**src/rtl/axi_pkg.sv**
```systemverilog
// AXI4-Lite response codes and master FSM state encoding.
// Shared by axi_lite_master and its bench.
package axi_pkg;

  localparam logic [1:0] RESP_OKAY   = 2'b00;
  localparam logic [1:0] RESP_EXOKAY = 2'b01;
  localparam logic [1:0] RESP_SLVERR = 2'b10;
  localparam logic [1:0] RESP_DECERR = 2'b11;

  localparam logic [2:0] IDLE      = 3'd0;
  localparam logic [2:0] AR_SEND   = 3'd1;
  localparam logic [2:0] R_WAIT    = 3'd2;
  localparam logic [2:0] AW_W_SEND = 3'd3;
  localparam logic [2:0] B_WAIT    = 3'd4;
  localparam logic [2:0] RESP      = 3'd5;
  localparam logic [2:0] GAP       = 3'd6;
  localparam logic [2:0] DRAIN     = 3'd7;

endpackage

```
**src/rtl/axi_lite_master.sv**
```systemverilog
// Core request/ready handshake to single-outstanding AXI4-Lite master.
// Ports: clk_i, rst_i (sync, high); hs_* core side; AR/R/AW/W/B AXI side.
// Define AXI_TIMEOUT_EN to add a response timeout (TIMEOUT_CYCLES) and DRAIN.
module axi_lite_master #(
  parameter int ADDR_W         = 32,
  parameter int DATA_W         = 32,
  parameter int TIMEOUT_CYCLES = 256
) (
  input  logic                clk_i,
  input  logic                rst_i,
  input  logic                hs_read_i,
  input  logic                hs_write_i,
  input  logic [ADDR_W-1:0]   hs_addr_i,
  input  logic [DATA_W-1:0]   hs_data_i,
  input  logic [DATA_W/8-1:0] byte_select_i,
  output logic                hs_ready_o,
  output logic [DATA_W-1:0]   hs_data_o,
  output logic                hs_err_o,
  output logic                arvalid_o,
  input  logic                arready_i,
  output logic [ADDR_W-1:0]   araddr_o,
  input  logic                rvalid_i,
  output logic                rready_o,
  input  logic [DATA_W-1:0]   rdata_i,
  input  logic [1:0]          rresp_i,
  output logic                awvalid_o,
  input  logic                awready_i,
  output logic [ADDR_W-1:0]   awaddr_o,
  output logic                wvalid_o,
  input  logic                wready_i,
  output logic [DATA_W-1:0]   wdata_o,
  output logic [DATA_W/8-1:0] wstrb_o,
  input  logic                bvalid_i,
  output logic                bready_o,
  input  logic [1:0]          bresp_i
);
  import axi_pkg::*;

  logic [2:0]          state, next;
  logic [ADDR_W-1:0]   addr_q;
  logic [DATA_W-1:0]   wdata_q;
  logic [DATA_W/8-1:0] strb_q;
  logic [DATA_W-1:0]   rdata_q;
  logic                err_q;
  logic                rd_q;
  logic                aw_done, w_done;
  logic                aw_ok, w_ok;

  // A channel counts as done once its handshake happened, this cycle or earlier.
  assign aw_ok = aw_done | (awvalid_o & awready_i);
  assign w_ok  = w_done  | (wvalid_o  & wready_i);

`ifdef AXI_TIMEOUT_EN
  localparam int CW = $clog2(TIMEOUT_CYCLES + 1);
  logic [CW-1:0] cnt;
  logic          tmo, to_q;

  assign tmo = (cnt == CW'(TIMEOUT_CYCLES - 1));

  always_ff @(posedge clk_i) begin
    if (rst_i || !(state == R_WAIT || state == B_WAIT))
      cnt <= '0;
    else
      cnt <= cnt + 1'b1;
  end
`endif

  always_ff @(posedge clk_i) begin
    if (rst_i) state <= IDLE;
    else       state <= next;
  end

  always_comb begin
    next = state;
    case (state)
      IDLE: begin
        if (hs_read_i)       next = AR_SEND;
        else if (hs_write_i) next = AW_W_SEND;
      end
      AR_SEND:   if (arready_i) next = R_WAIT;
      AW_W_SEND: if (aw_ok && w_ok) next = B_WAIT;
`ifdef AXI_TIMEOUT_EN
      R_WAIT: if (rvalid_i || tmo) next = RESP;
      B_WAIT: if (bvalid_i || tmo) next = RESP;
      RESP:   next = to_q ? DRAIN : GAP;
      DRAIN:  if (rd_q ? rvalid_i : bvalid_i) next = IDLE;
`else
      R_WAIT: if (rvalid_i) next = RESP;
      B_WAIT: if (bvalid_i) next = RESP;
      RESP:   next = GAP;
`endif
      GAP:     next = IDLE;
      default: next = IDLE;
    endcase
  end

  always_comb begin
    arvalid_o  = (state == AR_SEND);
    awvalid_o  = (state == AW_W_SEND) && !aw_done;
    wvalid_o   = (state == AW_W_SEND) && !w_done;
    rready_o   = (state == R_WAIT) || (state == DRAIN && rd_q);
    bready_o   = (state == B_WAIT) || (state == DRAIN && !rd_q);
    hs_ready_o = (state == RESP);
  end

  always_ff @(posedge clk_i) begin
    if (rst_i) begin
      addr_q  <= '0;
      wdata_q <= '0;
      strb_q  <= '0;
      rdata_q <= '0;
      err_q   <= 1'b0;
      rd_q    <= 1'b0;
      aw_done <= 1'b0;
      w_done  <= 1'b0;
`ifdef AXI_TIMEOUT_EN
      to_q    <= 1'b0;
`endif
    end else begin
      case (state)
        IDLE: begin
          if (hs_read_i || hs_write_i) begin
            addr_q  <= hs_addr_i;
            wdata_q <= hs_data_i;
            strb_q  <= byte_select_i;
            rdata_q <= '0;
            err_q   <= 1'b0;
            rd_q    <= hs_read_i;
`ifdef AXI_TIMEOUT_EN
            to_q    <= 1'b0;
`endif
          end
        end
        R_WAIT: begin
          if (rvalid_i) begin
            rdata_q <= rdata_i;
            err_q   <= (rresp_i != RESP_OKAY);
          end
`ifdef AXI_TIMEOUT_EN
          else if (tmo) begin
            rdata_q <= '0;
            err_q   <= 1'b1;
            to_q    <= 1'b1;
          end
`endif
        end
        AW_W_SEND: begin
          if (aw_ok && w_ok) begin
            aw_done <= 1'b0;
            w_done  <= 1'b0;
          end else begin
            aw_done <= aw_ok;
            w_done  <= w_ok;
          end
        end
        B_WAIT: begin
          if (bvalid_i) begin
            err_q <= (bresp_i != RESP_OKAY);
          end
`ifdef AXI_TIMEOUT_EN
          else if (tmo) begin
            rdata_q <= '0;
            err_q   <= 1'b1;
            to_q    <= 1'b1;
          end
`endif
        end
        default: ;
      endcase
    end
  end

  assign araddr_o  = addr_q;
  assign awaddr_o  = addr_q;
  assign wdata_o   = wdata_q;
  assign wstrb_o   = strb_q;
  assign hs_data_o = rdata_q;
  assign hs_err_o  = err_q;

endmodule

```
**config.mk**
```make
export PLATFORM = sky130hd
export DESIGN_NAME = axi_lite_master
export DESIGN_NICKNAME = d
export VERILOG_FILES = /design/src/rtl/axi_pkg.sv /design/src/rtl/axi_lite_master.sv
export SDC_FILE = /design/constraint.sdc
export NUM_CORES = 1
export LEC_CHECK = 0
export ABC_AREA = 1
export ABC_CLOCK_PERIOD_IN_PS = 2800
export BUFFER_PORTS_ARGS = -buffer_cell sky130_fd_sc_hd__buf_2
export CORE_ASPECT_RATIO = 0.5
export CORE_MARGIN = 2
export CORE_UTILIZATION = 45
export CTS_CLUSTER_SIZE = 40
export DETAILED_ROUTE_END_ITERATION = 10
export PLACE_DENSITY_LB_ADDON = 0.25
export SETUP_SLACK_MARGIN = 0.4
export SYNTH_ARGS = -nofsm -noshare
export SYNTH_HDL_FRONTEND = slang
export SYNTH_SLANG_ARGS = --single-unit
export TNS_END_PERCENT = 30
```
**constraint.sdc**
```tcl
create_clock -name clk_i -period 2.8 [get_ports clk_i]
set_input_delay 0.42 -clock clk_i [delete_from_list [all_inputs] [get_ports clk_i]]
set_output_delay 0.42 -clock clk_i [all_outputs]
set_load 0.01 [all_outputs]
```
==> results of run 1 <==
-- worst paths after layout --
path / cells past startpoint / end / slack, ps / from
max reg2reg: 6 / wdata_o[15] / 930 / state[1]
max: 5 / wvalid_o / 920 / state[1]
min reg2reg: 2 / wdata_o[0] / 460 / wdata_o[0]
min: 3 / araddr_o[2] / 320 / hs_addr_i[2]
-- tightest hold or removal path: cells and delay by family --
family / cells / cell delay, ps
AOI/OAI and AO/OA: 1 / 50
buffers and inverters: 1 / 90
and+or+nand+nor: 1 / 50
-- sequential cells by signal, indices dropped and copies added (netlist names) --
name,count
w_done,1
wdata_o,32
wstrb_o,4
state,3
hs_err_o,1
hs_data_o,32
araddr_o,32
aw_done,1
rd_q,1
-- cells in the mapped netlist, drive strengths merged --
cell    number  area [um^2]
clkbuf      17         63.8
buf         49          340
nor3         1         5.00
nand3b       1         7.51
nand4        1         6.26
or2          1         6.26
a21oi       73          365
inv         13         48.8
dfxtp      107         2140
o21ai        5         25.0
nor2        50          200
xor2         1         8.76
nor2b        1         6.26
a22oi       31          233
nand2      158          593
nand3        5         42.5
o22a         1         8.76
-- power by group through the flow --
| stage | Combinational (mW) | Clock, mW | Sequential (mW) |
|---|---|---|---|
| detailed placement | 2.10 | 0 | 2.11 |
| finish | 2.09 | 1.23 | 2.07 |
| floorplan | 1.40 | 0 | 2.23 |
| global placement | 2.06 | 0 | 2.10 |
| global route | 2.32 | 1.33 | 2.12 |
| CTS | 2.10 | 1.26 | 2.08 |
-- layer usage --
layer  global-route usage  routed length [um]
met1                0.241                4430
met2                0.364                5190
met3               0.0735                 829
met4               0.0584                 161
met5                    0                   0
-- placed cells by master (no fill, tap or decap), types with 2 or more instances in the layout --
| cell | instances |
|---|---|
| a21oi_1 | 73 |
| a22oi_1 | 31 |
| buf_2 | 250 |
| buf_4 | 6 |
| clkbuf_16 | 9 |
| clkbuf_8 | 2 |
| clkinv_4 | 2 |
| dfxtp_1 | 107 |
| inv_1 | 10 |
| inv_2 | 3 |
| inv_6 | 3 |
| nand2_1 | 158 |
| nand3_1 | 3 |
| nor2_1 | 47 |
| nor2_2 | 2 |
| o21ai_0 | 5 |
-- stage by stage --
step           hold WS (ps)  utilization  power [mW]  worst slack [ps]
6_report                323        0.622        5.39               925
5_1_grt                 318        0.622        5.77               764
4_1_cts                 312        0.622        5.45               919
3_5_place_dp            454        0.589        4.21               860
3_3_place_gp            449        0.589        4.17               946
2_1_floorplan           455            -        3.63              1450
-- kinds of logic (layout without fill, tap and decap cells) --
logic type,Yosys count,in the layout,synth area share
compound gates,110,110,0.154
xor+xnor,1,1,0.00214
buf+inv,79,286,0.110
flops,107,107,0.522
simple gates,218,218,0.211
-- cell type report --
| class | count | area, um^2 | area share |
|---|---|---|---|
| tap | 117 | 146 | 0.0268 |
| timing repair buffer | 257 | 1320 | 0.241 |
| sequential | 107 | 2140 | 0.392 |
| multi-input combinational | 329 | 1510 | 0.276 |
| clock inverter | 5 | 43.8 | 0.00802 |
| clock buffer | 11 | 253 | 0.0463 |
| inverter | 13 | 48.8 | 0.00894 |
==> reports/metrics.cfg, run 1 <==
[status]
status=finished, final reports clean

[clocking]
clock-root-buffer=clkbuf_16
post_cts_buffers=0
cts_made_buffers=9
clkLatencyLatePin_ps=340
clk_pin_slew_worst_paths_ps=70
postCtsHoldBufs=0
cts_max_path_buffers=2
cts_resized=0
htreeDepth=3
cts.sinks=107
cts_tree=done

[critical_path]
cp.required_ps=2380
critPathTopFamily=flip-flops
max_stage_delay_ps=510
critPathSlowestCell=dfxtp_1
critPathKind=flip-flop to output pin
end_kind=output pin
cp_max_fo=7
path_cells=nand2_1, nor2_2, inv_1, nor2_1, buf_2
cp_num_buf_inv=2
critPathArrivalTime_ps=1460
start_kind=flip-flop

[power_and_ir_drop]
p_comb_frac=0.387
switchingPower_mw=2.09
seq_power_share=0.385
intPower_mw=3.29
ir_drop_uv=470
power_density_mw_per_mm2=987
clkPwrFrac=0.227
p_leak_nw=2.77
p_sw_frac=0.389

[drt]
drt_iter0_markers=212
drc=0
dr.pass1.iters=5
viasPerCell=4.77
finalWirelength_mm=10.6
drt-wirelength-per-cell_um=12.6
ant_nets=0
via_count=4002

[die]
die-area_mm2=0.00994
rows=24
io_pins=252
start_util=0.468
die_x_um=139
die_height_um=71.5
core_mm2=0.00877

[finish]
design_area_mm2=0.00546
drive_gt1_frac=0.389
synthToLayoutAreaGrowth_pct=33.0
antenna_cells=0
layout.cells.non_filler=839
n_fill_cell=802
nNetsFinal=830

[logic_synthesis]
ys_seq_area_frac=0.522
syn-num-nets=628
syn_avg_cell_area_um2=7.97
synthCells=515
yosysWarnings=0
netlist_area_mm2=0.00410
ys_ff_latch=107
synth_cell_types=24

[place]
gp_congestion=0.862
io_buffers=251
hpwlAfterDp_mm=7.54
post-place-cells=823
postPlaceCellArea_mm2=0.00516

[grt]
antenna_found_initial=0
grt_use_total=0.206
grt_pass1_wl_mm=16.8
grt_max_degree=60
first_global_vias=3640
grt_overflow=0

[sta]
fmax_ghz=0.533
slew_viol_final=0
tightest_slew_ps=615
clock_skew_ps=4.29
setup_tns_ps=0
timing.slew.headroom=0.590
rsz0062_at_grt=false
finalHoldViolCount=0
min_period_over_period=0.670
period_minus_slack_ps=1880
setup_viol=0

[min_path]
worst_hold_path_type=primary input to flip-flop

[job]
cap_violations=0

No activity file was read; power rests on OpenSTA's default activity.
==> run 2, diff against run 1 <==
ABC_CLOCK_PERIOD_IN_PS = 1700   (was 2800)
CORE_UTILIZATION = 39   (was 45)
clock period = 1.7 ns   (was 2.8 ns; I/O delays follow)
==> run 2 against run 1 <==
Against the previous run: setup slack worse by 710 ps; largest power group unchanged; wire length up 15%; count of clock-buffer cells in the layout down 1; die area up 15%; combinational power up 140%.
==> reports/metrics.cfg, run 2 (synthesis gave the netlist of run 1 again) <==
[critical_path]
critPathArrivalTime_ps=1230  ; -230 ps
cp_max_fo=7  ; unchanged
crit_start=state[1]
r2r_start=state[0]
end_kind=output pin
critPathKind=flip-flop to output pin
cp.required_ps=1440  ; -940 ps
reg2reg_slack_ps=290  ; -640 ps
start_kind=flip-flop
r2r_end=hs_err_o
r2r_cells=7  ; +1

[power_and_ir_drop]
intPower_mw=6.36  ; +93%
p_leak_nw=3.02  ; +8.8%
power_density_mw_per_mm2=1720  ; +75%
ir_drop_uv=829  ; +77%
p_sw_frac=0.392  ; +0.00345
switchingPower_mw=4.11  ; +96%
clkPwrFrac=0.190  ; -0.037
p_comb_frac=0.480  ; +0.093
seq_power_share=0.330  ; -0.055
p_total_mw=10.5  ; +94%

[drt]
via_count=4138  ; +3.4%
viasPerCell=4.70  ; -1.5%
ant_nets=0  ; unchanged
dr.pass1.iters=6  ; +1
drt-wirelength-per-cell_um=13.8  ; +9.1%
drt_iter0_markers=169  ; -20%
finalWirelength_mm=12.2  ; +15%
drc=0  ; unchanged

[die]
start_util=0.402  ; -0.0663
core_mm2=0.0102  ; +16%
rows=26  ; +8.3%
die_x_um=149  ; +7.2%
die_height_um=76.5  ; +7.0%
die-area_mm2=0.0114  ; +15%
io_pins=252  ; unchanged

[place]
io_buffers=251  ; unchanged
hpwlAfterDp_mm=7.59  ; +0.62%
postPlaceCellArea_mm2=0.00526  ; +2.0%
gp_congestion=0.846  ; -1.8%

[finish]
antenna_cells=0  ; unchanged
n_fill_cell=935  ; +17%
nNetsFinal=849  ; +2.3%
synthToLayoutAreaGrowth_pct=48.1
drive_gt1_frac=0.463  ; +0.0737
design_area_mm2=0.00608  ; +11%
layout_common_cells=buf_2 (250), nand2_1 (139), dfxtp_1 (104)
layout_commonest_cell=buf_2

[sta]
tightest_slew_ps=404  ; -211 ps
slew_viol_final=0  ; unchanged
fmax_ghz=0.673
setup_tns_ps=0  ; unchanged
period_minus_slack_ps=1490
setup_viol=0  ; unchanged
rsz0062_at_grt=true
timing.slew.headroom=0.728  ; +0.139
min_period_over_period=0.874
finalHoldViolCount=0  ; unchanged
clock_skew_ps=6.49  ; +2.21 ps

[clocking]
cts_tree=done
clkLatencyLatePin_ps=340  ; about the same
cts.sinks=107  ; unchanged
clk_pin_slew_worst_paths_ps=70  ; about the same
cts_made_buffers=9  ; unchanged
cts_max_path_buffers=2  ; unchanged
htreeDepth=3  ; unchanged
clock-root-buffer=clkbuf_16

[min_path]
holdPathEnd=araddr_o[0]
worst_hold_path_type=primary input to flip-flop
hold_depth=3  ; unchanged
hp-start=hs_addr_i[0]

[status]
status=finished, final reports clean

[grt]
grt_use_total=0.190  ; -0.0157
first_global_vias=3676  ; +0.99%
grt_pass1_wl_mm=17.5  ; +4.3%
antenna_found_initial=0  ; unchanged
grt_overflow=0  ; unchanged
grt_max_degree=54  ; -10%

[job]
cap_violations=0  ; unchanged

run 2: power by group through the flow:
stage / Sequential, mW / Clock (mW) / Combinational (mW)
after floorplan: 3.67 / 0 / 2.31
after global placement: 3.44 / 0 / 3.62
after detailed placement: 3.46 / 0 / 3.64
after CTS: 3.44 / 2.05 / 3.94
after global routing: 3.52 / 2.16 / 5.47
final: 3.45 / 1.99 / 5.03
run 2: per-stage QoR:
step           setup slack [ps]  hold slack (ps)  instances  utilization
4_1_cts                     209              143        871        0.555
5_1_grt                     141              141        881        0.595
6_report                    215              158        881        0.595
3_3_place_gp                255              450        849        0.515
3_5_place_dp                255              453        849        0.515
2_1_floorplan               404              398        515            -
run 2: timing repair:
action / in CTS / in global routing
resized for setup: 18 / 62
buffers inserted: 5 / 4
endpoints found under the setup margin: 113 / 111
gates cloned: 1 / 6
pin swaps: 6 / 18
hold buffers: 0 / 0
run 2: worst max-delay path: stages (launching register included):
cell and delay [ps]:
dfxtp_4 430, nand2_4 60, nor2_4 120, inv_1 60
nor2_1 80, buf_2 140
run 2: worst max path at each step:
stage / endpoint / slack, ps / cells past startpoint
after CTS: wvalid_o / 210 / 5
final: wvalid_o / 210 / 5
after global placement: araddr_o[14] / 250 / 6
after global routing: awvalid_o / 140 / 5
after floorplan: hs_data_o[21] / 400 / 8
after detailed placement: wstrb_o[2] / 250 / 6
run 2: per-layer routing:
metal	up-vias	part of all wire	track usage
met5	-	0	0
met4	0	0.0093	0.0543
met3	11	0.061	0.0623
met2	128	0.50	0.332
met1	1921	0.43	0.224
li1	2078	-	-
run 2: final cells by class:
cell class / count / area [um^2] / share of cell area
Clock inverter: 6 / 47.5 / 0.00783
Timing Repair Buffer: 276 / 1690 / 0.278
Inverter: 13 / 61.3 / 0.0101
Multi-Input combinational cell: 329 / 1710 / 0.282
Sequential cell: 107 / 2150 / 0.354
Clock buffer: 10 / 239 / 0.0393
Tap cell: 140 / 175 / 0.0288
